<file path="src/rtl/uart_avmm_responder_pkg.sv">
// Register map, status bit positions and bus-access state for the UART-style
// Avalon-MM responder.
package uart_avmm_pkg;

    localparam logic [4:0] RX_BASE     = 5'd0;
    localparam logic [4:0] TX_BASE     = 5'd4;
    localparam logic [4:0] STATUS_BASE = 5'd8;

    localparam int TX_OK_BIT = 6;
    localparam int RX_OK_BIT = 7;
    localparam int OVF_BIT   = 8;

    typedef enum logic {
        ST_IDLE = 1'b0,
        ST_ACK  = 1'b1
    } acc_state_t;

    function automatic logic [31:0] status_word(input logic rx_ok,
                                                input logic tx_ok,
                                                input logic ovf);
        logic [31:0] w;
        w            = '0;
        w[RX_OK_BIT] = rx_ok;
        w[TX_OK_BIT] = tx_ok;
        w[OVF_BIT]   = ovf;
        return w;
    endfunction

endpackage

</file>
<file path="src/rtl/uart_avmm_responder_byte_fifo.sv">
// Byte FIFO with first-word-fall-through head; pushes when full and pops when
// empty are ignored, so a simultaneous push/pop on empty keeps the new byte.
module byte_fifo #(
    parameter int DEPTH = 64
) (
    input  logic       clk,
    input  logic       rst,
    input  logic       push,
    input  logic       pop,
    input  logic [7:0] wdata,
    output logic [7:0] rdata,
    output logic       full,
    output logic       empty
);
    localparam int AW = $clog2(DEPTH);
    localparam logic [AW:0] FULL_CNT = (AW + 1)'(DEPTH);

    logic [7:0]    mem [DEPTH];
    logic [AW-1:0] wr_ptr_reg;
    logic [AW-1:0] rd_ptr_reg;
    logic [AW:0]   count_reg;
    logic          push_ok;
    logic          pop_ok;

    assign full    = (count_reg == FULL_CNT);
    assign empty   = (count_reg == '0);
    assign push_ok = push & ~full;
    assign pop_ok  = pop & ~empty;
    // Head reads as zero when empty so nothing undefined leaks onto the outputs.
    assign rdata   = empty ? 8'h00 : mem[rd_ptr_reg];

    always_ff @(posedge clk or posedge rst) begin
        if (rst) begin
            wr_ptr_reg <= '0;
            rd_ptr_reg <= '0;
            count_reg  <= '0;
        end else begin
            if (push_ok) wr_ptr_reg <= wr_ptr_reg + 1'b1;
            if (pop_ok)  rd_ptr_reg <= rd_ptr_reg + 1'b1;
            case ({push_ok, pop_ok})
                2'b10:   count_reg <= count_reg + 1'b1;
                2'b01:   count_reg <= count_reg - 1'b1;
                default: count_reg <= count_reg;
            endcase
        end
    end

    always_ff @(posedge clk) begin
        if (push_ok) mem[wr_ptr_reg] <= wdata;
    end

endmodule

</file>
<file path="src/rtl/uart_avmm_responder.sv">
// Avalon-MM slave mimicking a polled RS-232 UART: RX reads drain a byte FIFO
// fed by a stream, TX writes fill a byte FIFO drained by a stream.
module uart_avmm_responder
    import uart_avmm_pkg::*;
#(
    parameter int RX_DEPTH = 64,
    parameter int TX_DEPTH = 64
) (
    input  logic        avm_clk,
    input  logic        avm_rst,
    input  logic [4:0]  avs_address,
    input  logic        avs_read,
    output logic [31:0] avs_readdata,
    input  logic        avs_write,
    input  logic [31:0] avs_writedata,
    output logic        avs_waitrequest,
    input  logic [7:0]  i_rx_data,
    input  logic        i_rx_valid,
    output logic        o_rx_ready,
    output logic [7:0]  o_tx_data,
    output logic        o_tx_valid,
    input  logic        i_tx_ready
);
    acc_state_t  state_reg, state_next;
    logic [31:0] readdata_reg, readdata_next;
    logic        ovf_reg, ovf_next;
    logic        rx_pop, tx_push;
    logic [7:0]  rx_head;
    logic        rx_full, rx_empty, tx_full, tx_empty;
    logic        unused_wdata;

    assign unused_wdata = &{1'b0, avs_writedata[31:8]};

    byte_fifo #(.DEPTH(RX_DEPTH)) u_rx_fifo (
        .clk   (avm_clk),
        .rst   (avm_rst),
        .push  (i_rx_valid & ~rx_full),
        .pop   (rx_pop),
        .wdata (i_rx_data),
        .rdata (rx_head),
        .full  (rx_full),
        .empty (rx_empty)
    );

    byte_fifo #(.DEPTH(TX_DEPTH)) u_tx_fifo (
        .clk   (avm_clk),
        .rst   (avm_rst),
        .push  (tx_push),
        .pop   (~tx_empty & i_tx_ready),
        .wdata (avs_writedata[7:0]),
        .rdata (o_tx_data),
        .full  (tx_full),
        .empty (tx_empty)
    );

    assign o_rx_ready      = ~rx_full;
    assign o_tx_valid      = ~tx_empty;
    assign avs_readdata    = readdata_reg;
    assign avs_waitrequest = (avs_read | avs_write) & (state_reg == ST_IDLE);

    always_ff @(posedge avm_clk or posedge avm_rst) begin
        if (avm_rst) begin
            state_reg    <= ST_IDLE;
            readdata_reg <= '0;
            ovf_reg      <= 1'b0;
        end else begin
            state_reg    <= state_next;
            readdata_reg <= readdata_next;
            ovf_reg      <= ovf_next;
        end
    end

    // All side effects land on the IDLE edge; status uses pre-edge occupancy.
    always_comb begin
        state_next    = state_reg;
        readdata_next = readdata_reg;
        ovf_next      = ovf_reg;
        rx_pop        = 1'b0;
        tx_push       = 1'b0;
        case (state_reg)
            ST_IDLE: begin
                if (avs_read | avs_write) begin
                    state_next = ST_ACK;
                    if (avs_read) begin
                        readdata_next = '0;
                        case (avs_address)
                            RX_BASE: begin
                                readdata_next = {24'b0, rx_head};
                                rx_pop        = ~rx_empty;
                            end
                            STATUS_BASE: begin
                                readdata_next = status_word(~rx_empty, ~tx_full, ovf_reg);
                                ovf_next      = 1'b0;
                            end
                            default: readdata_next = '0;
                        endcase
                    end else if (avs_address == TX_BASE) begin
                        if (tx_full) ovf_next = 1'b1;
                        else         tx_push  = 1'b1;
                    end
                end
            end
            ST_ACK: state_next = ST_IDLE;
        endcase
    end

endmodule

</file>
<file path="config.mk">
export PLATFORM = sky130hd
export DESIGN_NAME = uart_avmm_responder
export DESIGN_NICKNAME = d
export VERILOG_FILES = /design/src/rtl/uart_avmm_responder_pkg.sv /design/src/rtl/uart_avmm_responder_byte_fifo.sv /design/src/rtl/uart_avmm_responder.sv
export SDC_FILE = /design/constraint.sdc
export NUM_CORES = 1
export LEC_CHECK = 0
export ABC_CLOCK_PERIOD_IN_PS = 3400
export CAP_MARGIN = 40
export CORE_ASPECT_RATIO = 1.75
export CORE_MARGIN = 2
export CORE_UTILIZATION = 56
export DETAILED_ROUTE_END_ITERATION = 10
export PLACE_DENSITY = 0.75
export SLEW_MARGIN = 20
export SYNTH_ARGS = -nofsm -noshare
export SYNTH_HDL_FRONTEND = slang
export SYNTH_SLANG_ARGS = --single-unit
</file>
<file path="constraint.sdc">
create_clock -name avm_clk -period 3.4 [get_ports avm_clk]
set_input_delay 0.51 -clock avm_clk [delete_from_list [all_inputs] [get_ports avm_clk]]
set_output_delay 0.51 -clock avm_clk [all_outputs]
set_load 0.01 [all_outputs]
</file>
==> results of run 1 <==
## Yosys cell counts, types with 7 or more instances
cell type,instances,area share
ha_1,13,0.0038
o22ai_1,47,0.0069
or3_1,7,0.0010
clkbuf_1,53,0.0047
mux4_2,232,0.12
a21oi_1,26,0.0031
nor4_1,12,0.0018
mux2i_1,52,0.012
mux2_2,13,0.0035
xnor2_1,18,0.0037
buf_2,43,0.0051
nor2b_1,26,0.0038
dfrtp_1,49,0.029
inv_1,10,0.00089
nand2_1,91,0.0081
a211oi_1,17,0.0030
a22oi_1,13,0.0023
buf_4,27,0.0048
o21ai_0,25,0.0030
o211ai_1,8,0.0014
a22o_1,15,0.0031
nor2_1,163,0.014
nand2b_1,11,0.0016
xor2_1,15,0.0031
nand4_1,24,0.0035
edfxtp_1,1024,0.73
buf_1,17,0.0015
nand3_1,36,0.0043
nor3_1,17,0.0020
## per-layer routing
metal  global-route usage  vias up  share of wire
met3              0.04606      306          0.064
met1               0.2997    11460           0.33
li1                     -     9343              -
met4               0.1754        0          0.075
met2               0.4661     1103           0.53
met5                    0        -              0
## final cells by class
| class | instances | area [µm²] |
|---|---|---|
| repair buffers | 294 | 2836 |
| clock inverters | 57 | 690.7 |
| fillers | 4637 | 25760 |
| well taps | 1012 | 1266 |
| flip-flops and latches | 1073 | 31990 |
| inverters | 11 | 42.54 |
| multi-input cells | 977 | 10100 |
| clock buffers | 106 | 2365 |
## cells by family after synthesis
kind of cell             after synthesis
flip-flops                          1073
AND/OR/NAND/NOR                      422
multiplexers                         297
AO/OA/AOI/OAI                        188
buffers and inverters                153
XOR/XNOR                              33
adder cells (fa/ha/maj)               14
other                                  1
## worst max-delay path, delay by kind of cell (launching register included)
| family | cells | cell delay [ns] |
|---|---|---|
| muxes | 1 | 0.46 |
| buffers and inverters | 4 | 0.63 |
| and+or+nand+nor | 3 | 0.59 |
| DFF | 1 | 0.54 |
| AOI/OAI and AO/OA | 1 | 0.12 |
## stage by stage
stage	utilization	power, mW	worst slack (ns)	instances	cell area, µm²
after floorplan	-	20.77	0.002028	2203	42480
after CTS	0.6540	35.22	-0.1598	3522	49080
final	0.6568	35.44	-0.1565	3530	49290
after global placement	0.6024	23.72	-0.4152	3325	45210
after detailed placement	0.6065	23.94	-0.3207	3340	45520
after global routing	0.6568	36.49	-0.1764	3530	49290
## power by group
part / leakage (nW) / internal (mW) / switching (mW)
clock: 1.49 / 5.96 / 4.68
sequential: 9.83 / 14.9 / 0.507
combinational: 4.70 / 4.37 / 5.07
total: 16.0 / 25.2 / 10.3
## final timing paths
kind,startpoint,end,depth (start not counted),slack [ns]
worst max-delay path,u_tx_fifo.rd_ptr_reg[0],o_tx_data[6],9,-0.16
worst min-delay path,avs_writedata[3],u_tx_fifo.mem[3][3],1,0.25
worst max register to register,u_rx_fifo.count_reg[1],u_rx_fifo.count_reg[6],13,0.15
worst min register to register,u_rx_fifo.count_reg[6],u_rx_fifo.count_reg[6],1,0.49
max in group asynchronous,avm_rst,u_rx_fifo.count_reg[1],3,2.46
min in group asynchronous,avm_rst,u_tx_fifo.wr_ptr_reg[3],2,0.30
## repair_timing
item | 4_1_cts | 5_1_grt
setup endpoints to repair | 8 | 9
gates resized for setup | 87 | 29
pin swaps | 11 | 10
buffers inserted | 16 | 5
gates cloned | 3 | 2
==> impl_metrics.py, run 1 <==
metrics = {
    "status": {
        "status": "finished with violations",
        "violations": "negative setup slack",
    },
    "logic_synthesis": {
        "synthCells": 2181,
        "synthMuxAreaShare": 0.1390,
        "yosys.area_share.simple": 0.04745,
        "async_flop_share": 0.04567,
        "synth_top_family_by_area": "multiplexers",
        "synth_flop_cell": "edfxtp_1",
        "ys.warnings.count": 0,
        "synth_seq_cells": 1073,
        "syn-cell-area_um2": 42370,
        "seq_area_frac_synth": 0.7546,
        "yosysUniqueCellTypes": 62,
        "synthXorXnorAreaFrac": 0.006821,
        "synthAdderAreaFrac": 0.004311,
        "synth_compound_area_frac": 0.03009,
        "synth.avg_cell_area_um2": 19.43,
        "synth-edff-count": 1024,
    },
    "clock_network": {
        "cts.path.max_buffers": 3,
        "path_clk_slew_ns": 0.07,
        "hold_buffers": 0,
        "clkLatencyLatePin_ns": 0.69,
        "clkSinkCount": 1073,
        "clock-root-buffer": "clkbuf_16",
        "tritoncts": "yes",
        "numCtsBuffers": 91,
        "htree_levels": 3,
    },
    "placement": {
        "dp_hpwl_mm": 67.07,
        "portBuffers": 46,
        "globalplace.congestion": 0.9125,
    },
    "global_routing": {
        "groute.usage.overall": 0.2670,
        "grt_pass1_vias": 23030,
        "grt_pass1_wl_mm": 149.3,
        "grt_start_max_net_pins": 65,
        "antenna_found_initial": 0,
        "gr-total-overflow": 0,
    },
    "detailed_routing": {
        "dr.first_iter.drc_count": 2544,
        "wl_mm": 102.0,
        "vias_per_cell": 6.292,
        "drc": 0,
        "firstDrtPassIters": 8,
        "wire_per_inst_um": 28.91,
        "ant_nets": 0,
        "dr_total_vias": 22210,
    },
    "floorplan": {
        "core_area_um2": 75050,
        "start_util": 0.5646,
        "die_w_um": 211.9,
        "dieArea_um2": 77970,
        "pin_count": 94,
        "dieHeight_um": 367.9,
        "row_count": 133,
    },
    "setup_path": {
        "crit_top_cell": "buf_12",
        "crit_chain": "buf_12 -> buf_12 -> buf_16 -> mux4_2 -> nor2_1 -> nor3_1 -> nand3_1 -> o21ai_1 -> buf_2",
        "cp.arrival_ns": 3.05,
        "cpPeakStageDelay_ns": 0.54,
        "cp-end-kind": "output pin",
        "crit_path_top_delay_cell": "dfrtp_4",
        "cp_data_required_time_ns": 2.89,
        "start_kind": "register",
        "critPathKind": "register to output pin",
        "cp_max_fo": 13,
    },
    "sta": {
        "max-slew-margin-rel": 0.4445,
        "fin_tns_setup_ns": -0.7678,
        "period_minus_slack_ns": 3.556,
        "fin_skew_ns": 0.03389,
        "fin_ws_ns": -0.1565,
        "timing_max_transition_violations_final": 0,
        "period_share": 1.046,
        "worst_slew_pin_slew_ns": 0.8333,
        "setup_viol_count_final": 8,
        "finalHoldViolations": 0,
        "hold_ws_ns": 0.2516,
        "rsz0062_at_grt": "yes",
        "fmax_ghz": 0.2812,
    },
    "layout": {
        "most-common-layout-cells": "1,024 x edfxtp_1, 232 x mux4_2, 203 x buf_4, 162 x nor2_1, 94 x clkbuf_16",
        "fin_nets": 2513,
        "layout_commonest_cell": "edfxtp_1",
        "drive_above_1_share": 0.2899,
        "syn2layout_area_growth_pct": 16.33,
        "diodes": 0,
    },
    "power": {
        "ir_drop_uv": 484.1,
        "cellLeakagePower_nw": 16.02,
        "p_per_area_nw_per_um2": 718.9,
    },
    "worst_hold_path": {
        "hold_path.class": "input pin to register",
    },
    "flow_run": {
        "cap_violations": 0,
    },
}
Note: power is estimated with default switching activity, not from simulation.
==> run 2: changes to the inputs <==
--- a/config.mk
+++ b/config.mk
@@ -9,9 +9,9 @@
 export CAP_MARGIN = 40
 export CORE_ASPECT_RATIO = 1.75
 export CORE_MARGIN = 2
-export CORE_UTILIZATION = 56
+export CORE_UTILIZATION = 55
 export DETAILED_ROUTE_END_ITERATION = 10
-export PLACE_DENSITY = 0.75
+export PLACE_DENSITY = 0.74
 export SLEW_MARGIN = 20
 export SYNTH_ARGS = -nofsm -noshare
 export SYNTH_HDL_FRONTEND = slang
==> run 2 against run 1 <==
The run still ends with negative setup slack left. Die area is 1.8% higher. Non-clock buffer count up 44. First-iteration DRC count down 20%. Register-to-register slack worse by 0.08 ns. Sequential share of layout area shrank 0.57 points. Highest routed layer unchanged. Flip-flop and latch count unchanged. Largest power group unchanged. Total power up 1.9%. Clock skew is 0.0039 ns lower. Maximum frequency is 3.0% higher.
==> impl_metrics.py, run 2 (same netlist as run 1, synthesis figures left out) <==
metrics = {
    "sta": {
        "fin_ws_ns": -0.05377,
        "fin_tns_setup_ns": -0.2775,
        "finalHoldViolations": 0,
        "setup_viol_count_final": 8,
        "rsz0062_at_grt": "yes",
        "worst_slew_pin_slew_ns": 0.8108,
        "max-slew-margin-rel": 0.4594,
        "fmax_ghz": 0.2895,
        "period_share": 1.016,
        "timing_max_transition_violations_final": 0,
        "fin_skew_ns": 0.02996,
        "period_minus_slack_ns": 3.454,
    },
    "status": {
        "status": "finished with violations",
        "violations": "negative setup slack",
    },
    "setup_path": {
        "start_kind": "register",
        "crit_chain": "buf_4 -> buf_16 -> clkbuf_16 -> mux4_2 -> o22ai_2 -> nor3_4 -> a21oi_2 -> o21ai_2 -> buf_2",
        "cp_data_required_time_ns": 2.89,
        "critPathKind": "register to output pin",
        "cp_max_fo": 11,
        "crit_path_top_delay_cell": "dfrtp_4",
        "cpPeakStageDelay_ns": 0.50,
        "cp-end-kind": "output pin",
        "cp.arrival_ns": 2.94,
    },
    "clock_network": {
        "clock-root-buffer": "clkbuf_16",
        "clkSinkCount": 1073,
        "clkLatencyLatePin_ns": 0.70,
        "path_clk_slew_ns": 0.07,
        "tritoncts": "yes",
        "numCtsBuffers": 91,
        "htree_levels": 3,
        "cts.path.max_buffers": 3,
    },
    "power": {
        "p_per_area_nw_per_um2": 725.8,
        "swShare": 0.2846,
        "cellLeakagePower_nw": 16.30,
        "pwr-share-comb": 0.257,
        "clockPowerShare": 0.318,
        "ir_drop_uv": 529.9,
        "p_seq_frac": 0.425,
        "p_int_mw": 25.82,
        "p_switching_mw": 10.27,
    },
    "placement": {
        "globalplace.congestion": 0.9385,
        "post_dp_cell_area_um2": 45860,
        "dp_hpwl_mm": 68.63,
        "post-place-ws_ns": -0.3437,
        "portBuffers": 46,
        "dp_cells": 3403,
    },
    "worst_hold_path": {
        "hold_path.class": "input pin to asynchronous set/reset pin",
    },
    "layout": {
        "final_util": 0.6519,
        "layout_commonest_cell": "edfxtp_1",
        "fillers": 4889,
        "drive_above_1_share": 0.3053,
        "syn2layout_area_growth_pct": 17.37,
        "most-common-layout-cells": "1,024 x edfxtp_1, 252 x buf_4, 232 x mux4_2, 163 x nor2_1, 93 x clkbuf_16",
        "diodes": 0,
        "stdcell_count": 3591,
        "final_area_um2": 49730,
        "fin_nets": 2557,
    },
    "global_routing": {
        "antenna_found_initial": 0,
        "grt_pass1_wl_mm": 149.6,
        "grt_pass1_vias": 23360,
        "grt_start_max_net_pins": 47,
        "gr-total-overflow": 0,
        "groute.usage.overall": 0.2643,
    },
    "detailed_routing": {
        "wl_mm": 102.1,
        "wl_met3_mm": 6.313,
        "firstDrtPassIters": 5,
        "wire_per_inst_um": 28.43,
        "dr_total_vias": 22320,
        "drc": 0,
        "ant_nets": 0,
        "dr.first_iter.drc_count": 2024,
        "vias_per_cell": 6.215,
        "wl_met2_mm": 55.99,
        "wl_met1_mm": 32.77,
        "highest_layer": "met4",
    },
    "flow_run": {
        "cap_violations": 0,
    },
    "floorplan": {
        "dieArea_um2": 79370,
        "dieHeight_um": 371.2,
        "pin_count": 94,
        "row_count": 134,
        "core_area_um2": 76290,
        "die_w_um": 213.8,
        "start_util": 0.5555,
    },
}
==> run 2: changes by cell type in the layout (fill, tap and decap cells not counted), moves of 4 or more <==
| cell | before | now |
|---|---|---|
| buf_16 | 13 | 5 |
| buf_12 | 24 | 28 |
| o22ai_4 | 5 | 1 |
| clkinvlp_4 | 5 | 10 |
| a21oi_4 | 5 | 0 |
| bufinv_16 | 12 | 20 |
| a21oi_2 | 1 | 6 |
| buf_4 | 203 | 252 |
==> run 2: worst max-delay path: cells and delay by family (launching register included) <==
family / cells / cell delay [ns]
buffers and inverters: 4 / 0.64
flip-flops: 1 / 0.50
AND/OR/NAND/NOR: 1 / 0.39
AO/OA/AOI/OAI: 3 / 0.37
multiplexers: 1 / 0.34
==> run 2: power by group through the flow <==
stage | clock [mW] | combinational, mW | sequential (mW)
floorplan | 0 | 5.51 | 15.3
global route | 12.1 | 9.72 | 15.4
finish | 11.5 | 9.29 | 15.3
CTS | 11.6 | 9.08 | 15.3
detailed placement | 0 | 8.50 | 15.6
global placement | 0 | 8.31 | 15.6
==> run 2: layout make-up <==
cell class	count	area, µm²	share of cell area
Timing Repair Buffer	338	3039	0.06111
Clock buffer	108	2402	0.04830
Clock inverter	64	928.4	0.01867
Multi-Input combinational cell	977	10050	0.2021
Sequential cell	1073	31990	0.6433
Inverter	11	42.54	0.0008554
Tap cell	1020	1276	0.02566
==> run 2: metrics by stage <==
step	hold WS, ns	power [mW]
global route	0.1986	37.17
finish	0.2123	36.10
global placement	0.4713	23.88
floorplan	0.4498	20.77
CTS	0.2017	36.00
detailed placement	0.4823	24.09
==> run 2: layer usage <==
| layer | vias up | GRT usage |
|---|---|---|
| met3 | 280 | 0.04552 |
| li1 | 9418 | - |
| met1 | 11600 | 0.2772 |
| met5 | - | 0 |
| met2 | 1022 | 0.4843 |
| met4 | 0 | 0.1676 |
==> run 2: path summary, 6_finish.rpt <==
check	slack, ns	to	from	cells past startpoint
worst max-delay path	-0.05	o_tx_data[1]	u_tx_fifo.rd_ptr_reg[0]	9
worst min-delay path	0.21	avs_readdata[4]	avm_rst	2
worst max register to register	0.07	u_rx_fifo.count_reg[6]	u_rx_fifo.count_reg[1]	13
worst min register to register	0.51	u_rx_fifo.count_reg[6]	u_rx_fifo.count_reg[6]	1
max in group asynchronous	2.47	avs_readdata[8]	avm_rst	4
min in group avm_clk	0.22	u_tx_fifo.mem[2][5]	avs_writedata[5]	1
==> run 2: what timing repair did <==
item | CTS | global route
hold buffers | 0 | 0
pin swaps | 19 | 10
cloned | 2 | 1
setup buffers | 13 | 2
gates resized for setup | 86 | 32
setup endpoints to repair | 10 | 12
